**config.mk**
```make
export PLATFORM = sky130hd
export DESIGN_NAME = pipeline_hazard_ctrl
export DESIGN_NICKNAME = d
export VERILOG_FILES = /design/src/rtl/pipeline_hazard_ctrl.sv
export SDC_FILE = /design/constraint.sdc
export NUM_CORES = 1
export LEC_CHECK = 0
export BUFFER_PORTS_ARGS = -buffer_cell sky130_fd_sc_hd__buf_2
export CAP_MARGIN = 20
export CORE_MARGIN = 2
export CORE_UTILIZATION = 49
export DETAILED_ROUTE_END_ITERATION = 6
export PLACE_DENSITY = 0.84
export SYNTH_ARGS = -nofsm -noshare
export SYNTH_HDL_FRONTEND = slang
export SYNTH_SLANG_ARGS = --single-unit
```
**constraint.sdc**
```tcl
create_clock -name i_clk -period 3.4 [get_ports i_clk]
set_clock_uncertainty 0.2 [all_clocks]
set_input_delay 0.51 -clock i_clk [delete_from_list [all_inputs] [get_ports i_clk]]
set_output_delay 0.51 -clock i_clk [all_outputs]
set_load 0.02 [all_outputs]
```
**src/rtl/pipeline_hazard_ctrl.sv**
```systemverilog
// Stall/flush controller for a 5-stage pipeline: RAW bubbles, branch flush, dmem freeze with timeout.
// Optional performance counters are enabled with HAZ_PERF_CNT_EN.
module pipeline_hazard_ctrl #(
  parameter int unsigned MEM_TIMEOUT = 16,
  parameter int unsigned CNT_W       = 8
) (
  input  logic       i_clk,
  input  logic       i_resetn,
  input  logic [4:0] i_id_rs1,
  input  logic [4:0] i_id_rs2,
  input  logic       i_id_use_rs1,
  input  logic       i_id_use_rs2,
  input  logic [4:0] i_ex_rd,
  input  logic       i_ex_reg_write,
  input  logic [4:0] i_mem_rd,
  input  logic       i_mem_reg_write,
  input  logic [4:0] i_wb_rd,
  input  logic       i_wb_reg_write,
  input  logic       i_mem_access,
  input  logic       i_pc_src,
  input  logic       i_dmem_ack,
  output logic       o_dmem_req,
  output logic       o_pc_stall,
  output logic       o_ifid_stall,
  output logic       o_idex_stall,
  output logic       o_exmem_stall,
  output logic       o_ifid_flush,
  output logic       o_idex_flush,
  output logic       o_exmem_flush,
  output logic       o_memwb_flush,
  output logic       o_pc_load,
  output logic       o_mem_err
`ifdef HAZ_PERF_CNT_EN
  ,
  output logic [31:0] o_stall_cnt,
  output logic [31:0] o_flush_cnt
`endif
);

  typedef enum logic [1:0] {
    ST_RUN      = 2'd0,
    ST_MEM_WAIT = 2'd1,
    ST_ERR      = 2'd2
  } state_e;

  localparam logic [CNT_W-1:0] CNT_LAST = CNT_W'(MEM_TIMEOUT - 1);

  state_e           state_q, state_d;
  logic [CNT_W-1:0] cnt_q, cnt_d;
  logic             haz_s, frz_s, active_s;

  // x0 is hardwired zero, so a write to it never creates a dependency.
  function automatic logic rd_hit(input logic [4:0] rs, input logic [4:0] rd, input logic we);
    return we && (rd == rs) && (rs != 5'd0);
  endfunction

  assign active_s = (state_q != ST_ERR);
  assign frz_s    = i_mem_access && !i_dmem_ack && active_s;
  assign haz_s    = (i_id_use_rs1 && (rd_hit(i_id_rs1, i_ex_rd, i_ex_reg_write) ||
                                      rd_hit(i_id_rs1, i_mem_rd, i_mem_reg_write) ||
                                      rd_hit(i_id_rs1, i_wb_rd, i_wb_reg_write))) ||
                    (i_id_use_rs2 && (rd_hit(i_id_rs2, i_ex_rd, i_ex_reg_write) ||
                                      rd_hit(i_id_rs2, i_mem_rd, i_mem_reg_write) ||
                                      rd_hit(i_id_rs2, i_wb_rd, i_wb_reg_write)));

  // Next state and wait counter; a dropped request in MEM_WAIT returns to RUN.
  always_comb begin
    state_d = state_q;
    cnt_d   = cnt_q;
    case (state_q)
      ST_RUN: begin
        if (frz_s) begin
          state_d = ST_MEM_WAIT;
          cnt_d   = CNT_W'(1);
        end else begin
          cnt_d   = '0;
        end
      end
      ST_MEM_WAIT: begin
        if (i_dmem_ack || !i_mem_access) begin
          state_d = ST_RUN;
          cnt_d   = '0;
        end else if (cnt_q == CNT_LAST) begin
          state_d = ST_ERR;
        end else begin
          cnt_d   = cnt_q + CNT_W'(1);
        end
      end
      ST_ERR: begin
        state_d = ST_ERR;
      end
      default: begin
        state_d = ST_RUN;
        cnt_d   = '0;
      end
    endcase
  end

  // State and counter registers with synchronous active-low reset.
  always_ff @(posedge i_clk) begin
    if (!i_resetn) begin
      state_q <= ST_RUN;
      cnt_q   <= '0;
    end else begin
      state_q <= state_d;
      cnt_q   <= cnt_d;
    end
  end

  // Same-cycle stall/flush decode, priority ERR > freeze > branch > hazard.
  always_comb begin
    o_dmem_req    = 1'b0;
    o_pc_stall    = 1'b0;
    o_ifid_stall  = 1'b0;
    o_idex_stall  = 1'b0;
    o_exmem_stall = 1'b0;
    o_ifid_flush  = 1'b0;
    o_idex_flush  = 1'b0;
    o_exmem_flush = 1'b0;
    o_memwb_flush = 1'b0;
    o_pc_load     = 1'b0;
    o_mem_err     = 1'b0;
    if (!i_resetn) begin
      o_ifid_flush  = 1'b1;
      o_idex_flush  = 1'b1;
      o_exmem_flush = 1'b1;
      o_memwb_flush = 1'b1;
    end else if (!active_s) begin
      o_pc_stall    = 1'b1;
      o_ifid_stall  = 1'b1;
      o_idex_stall  = 1'b1;
      o_exmem_stall = 1'b1;
      o_mem_err     = 1'b1;
    end else begin
      o_dmem_req = i_mem_access;
      if (frz_s) begin
        o_pc_stall    = 1'b1;
        o_ifid_stall  = 1'b1;
        o_idex_stall  = 1'b1;
        o_exmem_stall = 1'b1;
        o_memwb_flush = 1'b1;
      end else if (i_pc_src) begin
        o_pc_load     = 1'b1;
        o_ifid_flush  = 1'b1;
        o_idex_flush  = 1'b1;
        o_exmem_flush = 1'b1;
      end else if (haz_s) begin
        o_pc_stall    = 1'b1;
        o_ifid_stall  = 1'b1;
        o_idex_flush  = 1'b1;
      end else begin
        o_pc_stall    = 1'b0;
      end
    end
  end

`ifdef HAZ_PERF_CNT_EN
  logic [31:0] stall_cnt_q, flush_cnt_q;

  // Saturating event counters for stall and redirect cycles.
  always_ff @(posedge i_clk) begin
    if (!i_resetn) begin
      stall_cnt_q <= 32'd0;
      flush_cnt_q <= 32'd0;
    end else begin
      if (o_pc_stall && active_s && (stall_cnt_q != 32'hFFFF_FFFF)) begin
        stall_cnt_q <= stall_cnt_q + 32'd1;
      end else begin
        stall_cnt_q <= stall_cnt_q;
      end
      if (o_pc_load && (flush_cnt_q != 32'hFFFF_FFFF)) begin
        flush_cnt_q <= flush_cnt_q + 32'd1;
      end else begin
        flush_cnt_q <= flush_cnt_q;
      end
    end
  end

  assign o_stall_cnt = stall_cnt_q;
  assign o_flush_cnt = flush_cnt_q;
`endif

endmodule
```
==> results.ini, run 1 <==
[floorplanning]
dieHeight_um = 48.66
rows = 16
dieWidth_um = 48.66
core_um2 = 1922
initial_core_util = 0.5085
io_pins = 46
die_area_um2 = 2367

[clocking]
cts.sinks = 10
clock_latency_ns = 0.27
clock_path_buffers = 2
cts_hold_buf = 0
tritoncts = yes
postCtsResizedCells = 0
cts_buffers = 3
cts-root-buf = clkbuf_4
post_cts_buffers = 0
clk_pin_slew_worst_paths_ns = 0.08
ctsHtreeMaxLevel = 1

[grt]
grt_max_degree = 12
antenna_found_initial = 0
grt_pass1_wl_um = 4160
grt_overflow = 0
grt_use_total = 0.2170
grt_pass1_vias = 1046

[pwr]
leakage_nw = 0.5812
p_total_mw = 0.3247
vdd_drop_max_mv = 0.1821
power_density_nw_per_um2 = 260.5

[worst_setup_path]
path_class = primary input to output pin
path_cells = buf_2 > or4_1 > o21a_1 > and2_0 > o31a_1 > a311o_1 > buf_2
cp-end-kind = output pin
critPathMaxFanout = 4
cp.arrival_ns = 2.10
cp_top_family = simple AND/OR/NAND/NOR gates
max_stage_delay_ns = 0.53
cp_num_buf_inv = 2
worst_setup_path_start_kind = primary input
crit_slowest_cell = or4_1
cpMostUsedCell = buf_2
crit_required_ns = 2.69

[sta]
timing.final.crit_period_ns = 2.814
period_share = 0.8275
fmax_mhz = 355.4
whs_ns = 0.2992
setup_viol = 0
setup_tns_ns = 0
worst_slew_pin_slew_ns = 0.5901
hold_viol = 0
drv_slew = 0
rsz0062_at_grt = false
relSlewSlack = 0.6025

[routing]
ant_nets = 0
drt_first_pass_iters = 4
drtIter0Drc = 18
via_per_inst = 5.520
wl_per_cell_um = 12.50
vias = 1093
drc = 0
wl_um = 2475

[synth]
synthCells = 126
ys_types = 29
synthDominantCellAreaShare = 0.2241
synth.yosys.seq_area_share = 0.2049
synthArstFlopShare = 0
syn-num-nets = 162
yosys-top-cells-area = xor2_1, dfxtp_1, xnor2_1
yosys_warnings = 0
synthFlopType = dfxtp_1
synth_area_leader_cell = xor2_1
syn_area_per_cell_um2 = 7.755
syn_area_um2 = 977.2
synth-seq-cells = 10
synth_enable_flop_cells = 0

[finish]
regArea_um2 = 200.2
nNetsFinal = 208
fill_cells = 170
final_util = 0.6484
stdcell_count = 198
area_growth_syn_to_layout_pct = 27.53
drive_gt1_frac = 0.2865
antenna_cells = 0
multi_input_area_um2 = 750.7

[status]
outcome = finished clean

[placement]
hpwl_um = 2084
dp_cells = 194
port_buffers = 45
gp_congestion = 0.8206

[job]
drv_cap = 0

[worst_hold_path]
hold_path.class = flop to flop

==> layout by cell type (no fill, tap or decap), types with 2 or more instances in the layout <==
master / Yosys / final
nor3_1: 3 / 3
dfxtp_1: 10 / 10
and3_1: 9 / 9
or4_1: 3 / 3
o21a_1: 2 / 2
buf_2: 0 / 45
nor4_1: 7 / 7
nand3_1: 3 / 3
nor3b_1: 2 / 2
nand2_1: 9 / 9
nor2b_1: 8 / 8
nand2b_1: 2 / 2
a21oi_1: 4 / 4
xor2_1: 25 / 25
o21ai_0: 4 / 4
clkbuf_4: 0 / 3
nor2_1: 9 / 9
o31ai_1: 2 / 2
xnor2_1: 9 / 9
a31oi_1: 2 / 2
==> area by class of cell <==
type / count / area share
clock buffer: 4 / 0.02912
multi-input combinational: 112 / 0.6024
sequential: 10 / 0.1606
tap: 27 / 0.02711
timing repair buffer: 45 / 0.1807
==> layer usage <==
metal	wire length [um]	GRT usage	part of all wire	vias to the layer above
li1	-	-	-	534
met1	1022	0.2438	0.41	498
met2	1231	0.4064	0.50	52
met3	151	0.02160	0.061	9
met4	69	0.1000	0.028	0
met5	0	0	0	-
==> final timing paths <==
kind | endpoint | from | slack [ns] | cells past startpoint
max | o_idex_flush | i_id_rs1[1] | 0.59 | 7
min | state_q[0] | state_q[0] | 0.30 | 1
max reg2reg | cnt_q[6] | cnt_q[0] | 1.40 | 6
min reg2reg | state_q[0] | state_q[0] | 0.30 | 1
==> power by group <==
group / internal (mW) / total [mW] / switching, mW
sequential: 0.118 / 0.120 / 0.00131
combinational: 0.0440 / 0.0966 / 0.0526
clock: 0.0650 / 0.108 / 0.0434
==> cells in the mapped netlist, drive strengths merged, types with 2 or more instances <==
cell type  number
a21oi           4
a31oi           2
and2            2
and3            9
buf             3
dfxtp          10
nand2           9
nand2b          2
nand3           3
nor2            9
nor2b           8
nor3            3
nor3b           2
nor4            7
o21a            2
o21ai           5
o31ai           2
or4             3
xnor2           9
xor2           25
==> state kept, by name (all words and copies together) (netlist names) <==
name,cells
state_q,2
cnt_q,8
==> worst register-to-register path, cell delays in order, from the launching register on <==
cell,delay (ns)
dfxtp_1,0.35
ha_1,0.24
and3_1,0.21
a31oi_1,0.43
o21ai_0,0.21
a21oi_1,0.19
nor2b_1,0.06
==> through the flow <==
stage               worst slack (ns)  instance area [um2]
floorplan                     0.8503                977.2
global placement              0.6337                 1210
detailed placement            0.5939                 1210
CTS                           0.5865                 1246
global route                  0.5102                 1246
finish                        0.5865                 1246
==> kinds of logic after synthesis <==
group | after synthesis | share of synthesized area
compound gates | 18 | 0.1165
xor+xnor | 34 | 0.3047
fa+ha+maj | 1 | 0.01280
buf+inv | 4 | 0.02688
flops | 10 | 0.2049
simple gates | 59 | 0.3342
Power figures use the tool's default switching activity.
==> inputs of run 2 (changes only) <==
Settings changed: CORE_UTILIZATION 49 to 41, PLACE_DENSITY 0.84 to 0.75.
Clock period 3.4 ns to 2.48 ns, I/O delays scaled along.
==> run 2 against run 1 <==
  * Routed wire length increased by 9.5%
  * Non-clock buffer count is 5 higher
  * Die area grew 18%
  * Final area grew 4.9%
  * Total power up 40%
  * Global-route usage is 0.37 points lower
  * Sequential power grew 37%
  * Highest routed layer unchanged
==> results.ini, run 2 (synthesis gave the netlist of run 1 again) <==
[placement]
gp_congestion = 0.8137
hpwl_um = 2294
placed_area_um2 = 1241
port_buffers = 45
pre_cts_slack_ns = -0.03446

[finish]
nNetsFinal = 213
design_area_um2 = 1308
drive_gt1_frac = 0.3182
largest_register = cnt_q
mostFrequentLayoutCell = buf_2
reg_top3 = cnt_q x8, state_q x2
area_growth_syn_to_layout_pct = 33.80
largest_register_ffs = 8
layout_common_cells = buf_2, xor2_1, dfxtp_1
antenna_cells = 0

[pwr]
power_density_nw_per_um2 = 347.2
vdd_drop_max_mv = 0.2124
leakage_nw = 0.6122
p_total_mw = 0.4540

[worst_setup_path]
path_class = primary input to output pin
critPathMaxFanout = 2
crit_required_ns = 1.91
cp.arrival_ns = 1.85
worst_setup_path_start_kind = primary input
cp-end-kind = output pin

[floorplanning]
die_area_um2 = 2790
dieWidth_um = 52.82
dieHeight_um = 52.82
io_pins = 46
rows = 17
initial_core_util = 0.4375
core_um2 = 2233

[routing]
drtIter0Drc = 13
wl_um = 2710
wl_per_cell_um = 13.28
vias = 1087
drt_first_pass_iters = 5
drc = 0
ant_nets = 0
via_per_inst = 5.328

[clocking]
clock_latency_ns = 0.26
cts.sinks = 10
clock_path_buffers = 2
cts_buffers = 3
ctsHtreeMaxLevel = 1
tritoncts = yes
clk_pin_slew_worst_paths_ns = 0.07
cts_hold_buf = 0
cts-root-buf = clkbuf_4

[grt]
grt_pass1_vias = 1077
grt_max_degree = 12
antenna_found_initial = 0
grt_use_total = 0.2134
grt_overflow = 0
grt_pass1_wl_um = 4326

[sta]
worst_slew_pin_slew_ns = 0.6174
drv_slew = 0
fin_ws_ns = 0.05715
relSlewSlack = 0.5840
timing.final.crit_period_ns = 2.423
period_share = 0.9770
setup_tns_ns = 0
setup_viol = 0
fmax_mhz = 412.7
whs_ns = 0.2149
hold_viol = 0

[job]
drv_cap = 0

[status]
outcome = finished clean

[worst_hold_path]
hold_path.class = primary input to flop

==> run 2: cell type report <==
cell class                 count  area (um2)
tap                           28       35.03
multi-input combinational    112       760.7
clock buffer                   4       36.28
sequential                    10       200.2
fill                         205       925.9
timing repair buffer          50       275.3
==> run 2: worst max-delay path, stage by stage <==
cell	delay (ns)
buf_6	0.09
or4_4	0.52
o21a_1	0.19
and2_1	0.16
o31a_1	0.10
a311o_1	0.28
buf_6	0.14
==> run 2: final timing paths <==
check	startpoint	end	slack (ns)	cells after the start
worst max-delay path	i_id_rs1[1]	o_idex_flush	0.06	7
worst min-delay path	i_resetn	state_q[0]	0.21	3
worst max register to register	cnt_q[0]	cnt_q[7]	0.47	6
worst min register to register	state_q[0]	state_q[0]	0.28	1
==> run 2: per-layer routing <==
layer / vias up / track usage / share of wire / routed length, um
li1: 542 / - / - / -
met1: 496 / 0.2133 / 0.39 / 1059
met2: 41 / 0.3771 / 0.52 / 1397
met3: 8 / 0.04286 / 0.065 / 175
met4: 0 / 0.1709 / 0.029 / 78
met5: - / 0 / 0 / 0
==> run 2: timing repair <==
item | in CTS | in global routing
setup endpoints to repair | 1 | 3
buffers inserted | 1 | 0
pin swaps | 2 | 2
gates resized for setup | 3 | 3
cloned | 0 | 0
==> run 2: power breakdown <==
group	switching, mW	leakage, nW	internal, mW
clock network	0.0564	0.0210	0.0890
registers	0.00160	0.0809	0.162
logic	0.0765	0.510	0.0683
total	0.134	0.612	0.319
==> run 2: per-stage QoR <==
| stage | cells | util |
|---|---|---|
| after CTS | 204 | 0.5798 |
| after detailed placement | 199 | 0.5557 |
| after global placement | 199 | 0.5557 |
| after floorplan | 126 | - |
| final | 204 | 0.5854 |
| after global routing | 204 | 0.5854 |
